[src/rtl/cpu.sv]
// Single-cycle RV32I core: one instruction per clk, byte-lane store port, combinational fetch/load.
// Define CPU_IRQ_EN to add a level interrupt (vector 0x4) with IE/EPC and MRET return.
module cpu (
    input  logic        clk,
    input  logic        reset,
    input  logic [31:0] id,
    input  logic [31:0] mrd,
    input  logic        irq,
    output logic [31:0] ia,
    output logic        wr,
    output logic [31:0] data_out,
    output logic [31:0] addr_out,
    output logic [15:0] wr_mask
);
    localparam logic [6:0] OP_LUI   = 7'h37;
    localparam logic [6:0] OP_AUIPC = 7'h17;
    localparam logic [6:0] OP_JAL   = 7'h6F;
    localparam logic [6:0] OP_JALR  = 7'h67;
    localparam logic [6:0] OP_BR    = 7'h63;
    localparam logic [6:0] OP_LOAD  = 7'h03;
    localparam logic [6:0] OP_STORE = 7'h23;
    localparam logic [6:0] OP_IMM   = 7'h13;
    localparam logic [6:0] OP_REG   = 7'h33;

    logic [31:0] r_pc;
    logic [31:0] r_x [0:31];

    logic [6:0]  w_op, w_f7;
    logic [4:0]  w_rd, w_rs1, w_rs2;
    logic [2:0]  w_f3;
    logic [31:0] w_imm_i, w_imm_s, w_imm_b, w_imm_u, w_imm_j;
    logic [31:0] w_a, w_b, w_opb, w_alu, w_ea, w_pc4, w_npc, w_wd, w_ld_val;
    logic [7:0]  w_ld_byte;
    logic [15:0] w_ld_half;
    logic        w_alt, w_take, w_we, w_st, w_ld, w_op_ok, w_opi_ok;

    assign w_op  = id[6:0];
    assign w_rd  = id[11:7];
    assign w_f3  = id[14:12];
    assign w_rs1 = id[19:15];
    assign w_rs2 = id[24:20];
    assign w_f7  = id[31:25];

    assign w_imm_i = {{20{id[31]}}, id[31:20]};
    assign w_imm_s = {{20{id[31]}}, id[31:25], id[11:7]};
    assign w_imm_b = {{19{id[31]}}, id[31], id[7], id[30:25], id[11:8], 1'b0};
    assign w_imm_u = {id[31:12], 12'b0};
    assign w_imm_j = {{11{id[31]}}, id[31], id[19:12], id[20], id[30:21], 1'b0};

    assign w_a   = (w_rs1 == 5'd0) ? 32'd0 : r_x[w_rs1];
    assign w_b   = (w_rs2 == 5'd0) ? 32'd0 : r_x[w_rs2];
    assign w_pc4 = r_pc + 32'd4;
    assign ia    = r_pc;

    // funct7 only qualifies SUB/SRA; other encodings are rejected as NOPs.
    assign w_op_ok  = (w_f7 == 7'h00) || (w_f7 == 7'h20 && (w_f3 == 3'd0 || w_f3 == 3'd5));
    assign w_opi_ok = (w_f3 == 3'd1) ? (w_f7 == 7'h00) :
                      (w_f3 == 3'd5) ? (w_f7 == 7'h00 || w_f7 == 7'h20) : 1'b1;
    assign w_opb    = (w_op == OP_REG) ? w_b : w_imm_i;
    assign w_alt    = w_f7[5] && ((w_op == OP_REG) || (w_f3 == 3'd5));

    always_comb begin
        w_alu = 32'd0;
        case (w_f3)
            3'd0: w_alu = w_alt ? (w_a - w_opb) : (w_a + w_opb);
            3'd1: w_alu = w_a << w_opb[4:0];
            3'd2: w_alu = {31'd0, $signed(w_a) < $signed(w_opb)};
            3'd3: w_alu = {31'd0, w_a < w_opb};
            3'd4: w_alu = w_a ^ w_opb;
            3'd5: w_alu = w_alt ? $unsigned($signed(w_a) >>> w_opb[4:0]) : (w_a >> w_opb[4:0]);
            3'd6: w_alu = w_a | w_opb;
            default: w_alu = w_a & w_opb;
        endcase
    end

    always_comb begin
        w_take = 1'b0;
        case (w_f3)
            3'd0: w_take = (w_a == w_b);
            3'd1: w_take = (w_a != w_b);
            3'd4: w_take = ($signed(w_a) < $signed(w_b));
            3'd5: w_take = ($signed(w_a) >= $signed(w_b));
            3'd6: w_take = (w_a < w_b);
            3'd7: w_take = (w_a >= w_b);
            default: w_take = 1'b0;
        endcase
    end

    assign w_ea      = w_a + ((w_op == OP_STORE) ? w_imm_s : w_imm_i);
    assign w_ld_byte = mrd[{w_ea[1:0], 3'b000} +: 8];
    assign w_ld_half = w_ea[1] ? mrd[31:16] : mrd[15:0];

    always_comb begin
        w_ld_val = mrd;
        case (w_f3)
            3'd0: w_ld_val = {{24{w_ld_byte[7]}}, w_ld_byte};
            3'd1: w_ld_val = {{16{w_ld_half[15]}}, w_ld_half};
            3'd4: w_ld_val = {24'd0, w_ld_byte};
            3'd5: w_ld_val = {16'd0, w_ld_half};
            default: w_ld_val = mrd;
        endcase
    end

`ifdef CPU_IRQ_EN
    logic        r_ie;
    logic [31:0] r_epc;
    logic        w_irq_take, w_mret;
    assign w_irq_take = irq && r_ie;
    assign w_mret     = (id == 32'h30200073);
`endif

    always_comb begin
        w_npc = w_pc4;
        w_we  = 1'b0;
        w_wd  = 32'd0;
        w_st  = 1'b0;
        w_ld  = 1'b0;
        case (w_op)
            OP_LUI:   begin w_we = 1'b1; w_wd = w_imm_u; end
            OP_AUIPC: begin w_we = 1'b1; w_wd = r_pc + w_imm_u; end
            OP_JAL:   begin w_we = 1'b1; w_wd = w_pc4; w_npc = r_pc + w_imm_j; end
            OP_JALR:
                if (w_f3 == 3'd0) begin
                    w_we  = 1'b1;
                    w_wd  = w_pc4;
                    w_npc = (w_a + w_imm_i) & ~32'd1;
                end
            OP_BR:
                if (w_take) w_npc = r_pc + w_imm_b;
            OP_LOAD:
                if (w_f3 != 3'd3 && w_f3 != 3'd6 && w_f3 != 3'd7) begin
                    w_ld = 1'b1;
                    w_we = 1'b1;
                    w_wd = w_ld_val;
                end
            OP_STORE:
                if (w_f3 <= 3'd2) w_st = 1'b1;
            OP_IMM:
                if (w_opi_ok) begin w_we = 1'b1; w_wd = w_alu; end
            OP_REG:
                if (w_op_ok) begin w_we = 1'b1; w_wd = w_alu; end
            default: ;
        endcase
`ifdef CPU_IRQ_EN
        if (w_mret) w_npc = r_epc;
        // A taken interrupt discards the instruction on the bus this cycle.
        if (w_irq_take) begin
            w_we  = 1'b0;
            w_st  = 1'b0;
            w_npc = 32'h0000_0004;
        end
`endif
    end

    // Reset gates the strobe combinationally so nothing commits while held.
    always_comb begin
        wr       = w_st && !reset;
        addr_out = (w_ld || w_st) ? w_ea : 32'd0;
        data_out = 32'd0;
        wr_mask  = 16'd0;
        if (wr) begin
            case (w_f3)
                3'd0: begin
                    data_out = {4{w_b[7:0]}};
                    wr_mask  = 16'h0001 << w_ea[1:0];
                end
                3'd1: begin
                    data_out = {2{w_b[15:0]}};
                    wr_mask  = w_ea[1] ? 16'h000C : 16'h0003;
                end
                default: begin
                    data_out = w_b;
                    wr_mask  = 16'h000F;
                end
            endcase
        end
    end

    always_ff @(posedge clk or posedge reset) begin
        if (reset) begin
            r_pc <= 32'd0;
            for (int i = 0; i < 32; i++) r_x[i] <= 32'd0;
        end else begin
            r_pc <= w_npc;
            if (w_we && w_rd != 5'd0) r_x[w_rd] <= w_wd;
        end
    end

`ifdef CPU_IRQ_EN
    always_ff @(posedge clk or posedge reset) begin
        if (reset) begin
            r_ie  <= 1'b1;
            r_epc <= 32'd0;
        end else if (w_irq_take) begin
            r_ie  <= 1'b0;
            r_epc <= r_pc;
        end else if (w_mret) begin
            r_ie  <= 1'b1;
        end
    end
`else
    logic w_unused;
    assign w_unused = irq;
`endif
endmodule

[config.mk]
export PLATFORM = sky130hd
export DESIGN_NAME = cpu
export DESIGN_NICKNAME = d
export VERILOG_FILES = /design/src/rtl/cpu.sv
export SDC_FILE = /design/constraint.sdc
export NUM_CORES = 2
export LEC_CHECK = 0
export BUFFER_PORTS_ARGS = -buffer_cell sky130_fd_sc_hd__buf_2
export CAP_MARGIN = 20
export CORE_AREA = 2 2 358 360
export CTS_BUF_LIST = sky130_fd_sc_hd__clkbuf_8
export CTS_CLUSTER_SIZE = 12
export DETAILED_ROUTE_END_ITERATION = 16
export DIE_AREA = 0 0 360 362
export GPL_TIMING_DRIVEN = 0
export PLACE_DENSITY = 0.84
export SYNTH_ARGS = -nofsm -noshare
export SYNTH_HDL_FRONTEND = slang
export SYNTH_SLANG_ARGS = --single-unit
export TNS_END_PERCENT = 100
[constraint.sdc]
create_clock -name clk -period 44.1 [get_ports clk]
set_input_delay 8.82 -clock clk [delete_from_list [all_inputs] [get_ports clk]]
set_output_delay 8.82 -clock clk [all_outputs]
set_load 0.005 [all_outputs]
==> results of run 1 <==
-- stage by stage --
stage	util	setup WS [ns]
2_1_floorplan	-	0.647
3_3_place_gp	0.610	-10.79
3_5_place_dp	0.627	18.82
4_1_cts	0.656	18.75
-- routing by layer --
| layer | global-route usage | overflow |
|---|---|---|
| met1 | 0.774 | 4 |
| met2 | 0.905 | 22 |
| met3 | 0.649 | 5 |
| met4 | 0.743 | 16 |
| met5 | 0.412 | 0 |
-- cell families after synthesis --
group,after synthesis,synth area share
mux,1295,0.264
xor+xnor,158,0.0186
buf+inv,892,0.0523
flops,1055,0.355
other cells,1,0.0000505
fa+ha+maj,226,0.0388
compound gates,1928,0.163
simple gates,1822,0.108
-- cells in the mapped netlist, types with 55 or more instances --
cell / n / area [um2]
a21oi_1: 387 / 1940
nand2_1: 886 / 3330
xnor2_1: 103 / 902
o22ai_1: 78 / 488
o21ai_0: 730 / 3650
a211oi_1: 56 / 420
nor2_1: 409 / 1540
nand3_1: 99 / 495
xor2_1: 55 / 482
mux2i_1: 294 / 2940
a21o_1: 64 / 480
nor3_1: 101 / 505
nand4_1: 55 / 344
mux2_2: 508 / 5720
buf_2: 60 / 300
inv_1: 178 / 668
clkbuf_1: 515 / 1930
mux4_2: 477 / 10700
ha_1: 219 / 2740
dfrtp_1: 1055 / 26400
a221oi_1: 57 / 499
==> results.txt, run 1 <==
The stage where the run ended is global routing. The maximum level of the CTS H-tree is 4. The global routing usage summed across all routing layers is 0.769. The maximum root-to-sink buffer count is 3. The die span in y came out at 362 um. The half-perimeter wire length after detailed placement is 320,000 um.

The run stopped with a tool error. The number of placement rows came out at 131. The count of pins on the block boundary came out at 180. The number of CTS-inserted buffers came out at 175. The sequential area share after synthesis is 0.355. The number of clock sinks is 1,055. The post-synthesis area per instance is 10.1 um2. The number of synthesized flops with an enable pin came out at 0. The post-synthesis async set-or-reset flop share came out at 1.00. The total number of yosys warnings came out at 0. The final weighted congestion of routability-driven global placement is 1.21. The total setup buffers inserted after CTS came out at 0.

The number of different library cells in the post-synthesis netlist came out at 109. Global routing finished with a remaining overflow of 47. After clock tree synthesis, the repair step resized 0 gates. The cts-stage hold buffer count is 0. The prevailing post-synth register cell is dfrtp_1. The tool reported: "[ERROR GRT-0232] Routing congestion too high. Check the congestion heatmap in the GUI". In this run the clock root is driven by a clkbuf_8. The quantity of I/O buffers inserted on ports is 165. The die width came out at 360 um. The largest net degree at the start of global routing came out at 143. After synthesis the netlist holds a flip-flop and latch count of 1,055. In this run the cell area measured after placement is 79,500 um2.

The initial core utilization came out at 0.586. Once placement completed, the tool counted placed cells totaling 9,352. The netlist area before placement is 74,300 um2.

The number of instances in the synthesized netlist came out at 7,377.
==> inputs of run 2 (changes only) <==
==> config.mk (replaced) <==
export PLATFORM = sky130hd
export DESIGN_NAME = cpu
export DESIGN_NICKNAME = d
export VERILOG_FILES = /design/src/rtl/cpu.sv
export SDC_FILE = /design/constraint.sdc
export NUM_CORES = 2
export LEC_CHECK = 0
export BUFFER_PORTS_ARGS = -buffer_cell sky130_fd_sc_hd__buf_2
export CAP_MARGIN = 20
export CORE_AREA = 2 2 434 436
export DETAILED_ROUTE_END_ITERATION = 16
export DIE_AREA = 0 0 436 438
export GPL_TIMING_DRIVEN = 0
export PLACE_DENSITY_LB_ADDON = 0.15
export SYNTH_ARGS = -nofsm -noshare
export SYNTH_HDL_FRONTEND = slang
export SYNTH_SLANG_ARGS = --single-unit
export TNS_END_PERCENT = 100
==> constraint.sdc (replaced) <==
create_clock -name clk -period 57.3 [get_ports clk]
set_input_delay 11.46 -clock clk [delete_from_list [all_inputs] [get_ports clk]]
set_output_delay 11.46 -clock clk [all_outputs]
set_load 0.005 [all_outputs]
==> run 2 against run 1 <==
The flow now finishes, with violations (max-slew violations). Synthesized cell count unchanged. Synthesized area stayed put.
==> results.txt, run 2 <==
The min-delay analysis places its worst path in the category reg2reg. Setup repair after global routing left no endpoint under its margin. The worst path required time came out at 45.84 ns. The count of pins on the block boundary came to 180 (unchanged). The number of synthesized flops with an enable pin came out at 0 (unchanged). Dividing the detail-routed wire length by the instance count gives 44.6 um.

The clock tree from TritonCTS is yes. The number of maximum-capacitance constraint violations came out at 0. The worst reg2reg path depth is 23.

IR analysis of the VDD net gives a maximum drop of 0.0348 mV. The sequential area share after synthesis came out at 0.355 (unchanged). Commonest cells in the synthesized netlist: 1,055 x dfrtp_1, 886 x nand2_1, 730 x o21ai_0 (unchanged). The via count of the first global-routing pass came out at 68,727. The floorplan step defined a die boundary enclosing 191,000 um2. The total area inside the core boundary comes to 187,000 um2. Using the TritonRoute via totals, the vias-per-cell ratio works out to 6.99. The share of the clock period used by the worst path came out at 0.538. The slew at the pin closest to its max-slew limit is 1.56 ns. The worst setup path startpoint is id[16].

The maximum root-to-sink buffer count is 3 (unchanged). The worst register-to-register path begins at r_x[579]. The initial antenna violation count was 42. The die width is 436 um (was 360 um). The worst slew slack as a fraction of its limit is -0.0388. The first global-routing pass estimated 619,000 um of wire. The number of placement rows came out at 159 (was 131). The flip-flop count of the largest register, all copies and words added came out at 1,024. The number of different library cells in the post-synthesis netlist is 109 (unchanged).

The die span in y is 438 um (was 362 um). Cells taking the most area after synthesis: dfrtp_1 36%, mux4_2 14%, mux2_2 7.7% (unchanged). The most used standard cell by instance count after synthesis is dfrtp_1 (unchanged). The number of CTS-inserted buffers is 120 (was 175). Counting I/O delays and the setup requirement, the final critical path takes 30.83 ns.

The maximum level of the CTS H-tree is 3 (was 4). From synthesis to final layout, the design area changed by 14.1%. The critical path contains buffers and inverters numbering 10 combined.

The total setup buffers inserted after CTS was 0 (unchanged). The number of synthesized register bits was 1,055 (unchanged). The largest net degree at the start of global routing came out at 129. The most flop-heavy register is r_x.

The global routing usage summed across all routing layers came out at 0.477. STA classifies the critical path startpoint as a primary input. Between clock sinks in the finished design, the worst skew comes to 0.0297 ns.

The post-route total power came out at 0.00212 W. The share of final-layout standard cells stronger than drive strength 1 is 0.229. Leaving out fill and tap cells, the most frequent cells in the layout are 1,055 x dfrtp_1, 886 x nand2_1, 724 x o21ai_0, 508 x mux2_2, 496 x clkbuf_1.

The library cell used most frequently in the layout, excluding fill and tap cells, is dfrtp_1. The prevailing post-synth register cell is dfrtp_1 (unchanged). The setup path with the least slack is of type in2out. The number of setup violations in the final report came out at 0. The post-synthesis async set-or-reset flop share is 1.00 (unchanged). The netlist area before placement came to 74,300 um2 (unchanged). The number of instances resized during post-cts repair came out at 0 (unchanged).

The iteration count of the initial detailed-routing pass is 6. The final count of hold timing violations came out at 0. The half-perimeter wire length after detailed placement is 357,000 um (was 320,000 um). The total length of routed wires is 466,000 um. The post-synthesis area per instance came to 10.1 um2 (unchanged). The number of DRC violations after detailed-routing iteration 0 is 10,802.

The clock latency of the later-clocked register in the worst-skew pair came out at 0.82 ns. The share of the synthesized area in the top cell type is 0.355 (unchanged). In this design, the largest share of critical-path delay is due to buffers and inverters.

Among all stages on the critical path, the largest delay is contributed by clkbuf_1. Result of the run: complete, but fails checks (was aborted with a tool error). Counting instances, the worst hold path has a depth of 1. The final reports fail on max-slew violations. The final layout contains 8,123 nets. The root buffer selected by CTS is clkbuf_16 (was clkbuf_8). The number of slew-limit violations in the final report is 3.

The number of instances in the synthesized netlist was 7,377 (unchanged). The initial core utilization is 0.398 (was 0.586). The number of fillers in the final layout came out at 18,223.

The quantity of I/O buffers inserted on ports came to 165 (unchanged). The clock-pin transition on the worst setup and hold timing paths came out at 0.06 ns. The most numerous cell type found on the critical path is a21oi_1. The number of clock sinks came out at 1,055 (unchanged). The total power per unit cell area came out at 25.0 nW/um2.

Data on the critical path arrives at its endpoint at 19.37 ns. Once layout is complete, the utilization of the core stands at 0.454. The global-route congestion overflow total is 0. The most area-hungry cell type in the Yosys netlist is dfrtp_1 (unchanged). The worst-path maximum fanout came out at 10. The peak clock frequency supported by timing came out at 32.4 MHz. The post-detailed-route count of antenna-violating nets is 0. The delay contributed by the slowest stage of the critical path came out at 0.94 ns.

The total number of yosys warnings came out at 0 (unchanged). The kind of end point of the critical path is an output port. The number of DRC violations after detailed routing is 0. The cts-stage hold buffer count came out at 0 (unchanged). For this design the static power due to leakage is 36.8 nW. The critical path depth in cells is 25. The routed layout has 73,092 vias. The final weighted congestion of routability-driven global placement was 1.10 (was 1.21).

The worst min-delay path startpoint is r_x[1015].
-- run 2: per-layer routing --
| layer | track usage | part of all wire | vias up |
|---|---|---|---|
| met5 | 0.00620 | 0.00073 | - |
| met4 | 0.443 | 0.11 | 26 |
| met3 | 0.167 | 0.12 | 1909 |
| met2 | 0.696 | 0.42 | 5863 |
| met1 | 0.547 | 0.35 | 36878 |
| li1 | - | - | 28416 |
-- run 2: cell type report --
cell class | instances | area (um2) | share of cell area
well taps | 2495 | 3120 | 0.0368
diodes | 45 | 113 | 0.00133
multi-input cells | 5442 | 44200 | 0.522
clock buffers | 185 | 3530 | 0.0416
clock inverters | 31 | 418 | 0.00493
inverters | 194 | 738 | 0.00871
repair buffers | 319 | 2950 | 0.0347
flip-flops and latches | 1055 | 26400 | 0.311
plain buffers | 698 | 3260 | 0.0384
-- run 2: path summary, 6_finish.rpt --
kind                       slack (ns)           end
max                             26.47  addr_out[25]
min                              0.48     r_x[1015]
max reg2reg                     46.45      r_x[638]
min reg2reg                      0.48     r_x[1015]
max in group asynchronous       43.90      r_x[675]
min in group asynchronous       10.73      r_x[694]
-- run 2: worst reg2reg max path, stage by stage, from the launching register on --
cell and delay (ns):
dfrtp_1 0.39, mux2i_1 0.09, a22o_1 0.23, a221oi_1 0.55, o221a_2 0.56, inv_2 0.22, o21ai_1 0.81, clkbuf_1 0.72
clkbuf_1 0.68, buf_1 0.77, ha_1 0.37, inv_1 0.11, a21oi_1 0.24, o21ai_0 0.32, a311oi_1 0.84, o21bai_1 0.40
a2111o_1 0.45, o311ai_1 0.19, nor4_1 0.13, a2111oi_2 0.38, nand3_1 0.51, a2111oi_2 1.18, buf_2 0.43, a31oi_1 0.12
-- run 2: power breakdown --
part / internal [W] / total (W) / switching, W
logic: 0.000158 / 0.000537 / 0.000379
registers: 0.000753 / 0.000782 / 0.0000290
clock network: 0.000449 / 0.000799 / 0.000350
total: 0.00136 / 0.00212 / 0.000758
-- run 2: cell families (layout without fill, tap and decap cells) --
family	count (synthesis)	in the layout	synth area share
buffers and inverters	892	1427	0.0523
flip-flops	1055	1055	0.355
AND/OR/NAND/NOR	1822	1822	0.108
adder cells (fa/ha/maj)	226	226	0.0388
AO/OA/AOI/OAI	1928	1928	0.163
XOR/XNOR	158	158	0.0186
other	1	58	0.0000505
multiplexers	1295	1295	0.264
-- run 2: metrics by stage --
stage,hold WS [ns],instances,setup TNS (ns),setup WS (ns),cell area [um2]
2_1_floorplan,0.439,7389,0,8.57,74300
3_3_place_gp,0.451,10049,-139.59,-5.51,78300
3_5_place_dp,0.466,10191,0,27.08,80500
4_1_cts,0.479,10407,0,27.04,84500
5_1_grt,0.499,10424,0,26.75,84700
6_report,0.477,10464,0,26.47,84800
No activity file was read; power rests on OpenSTA's default activity.
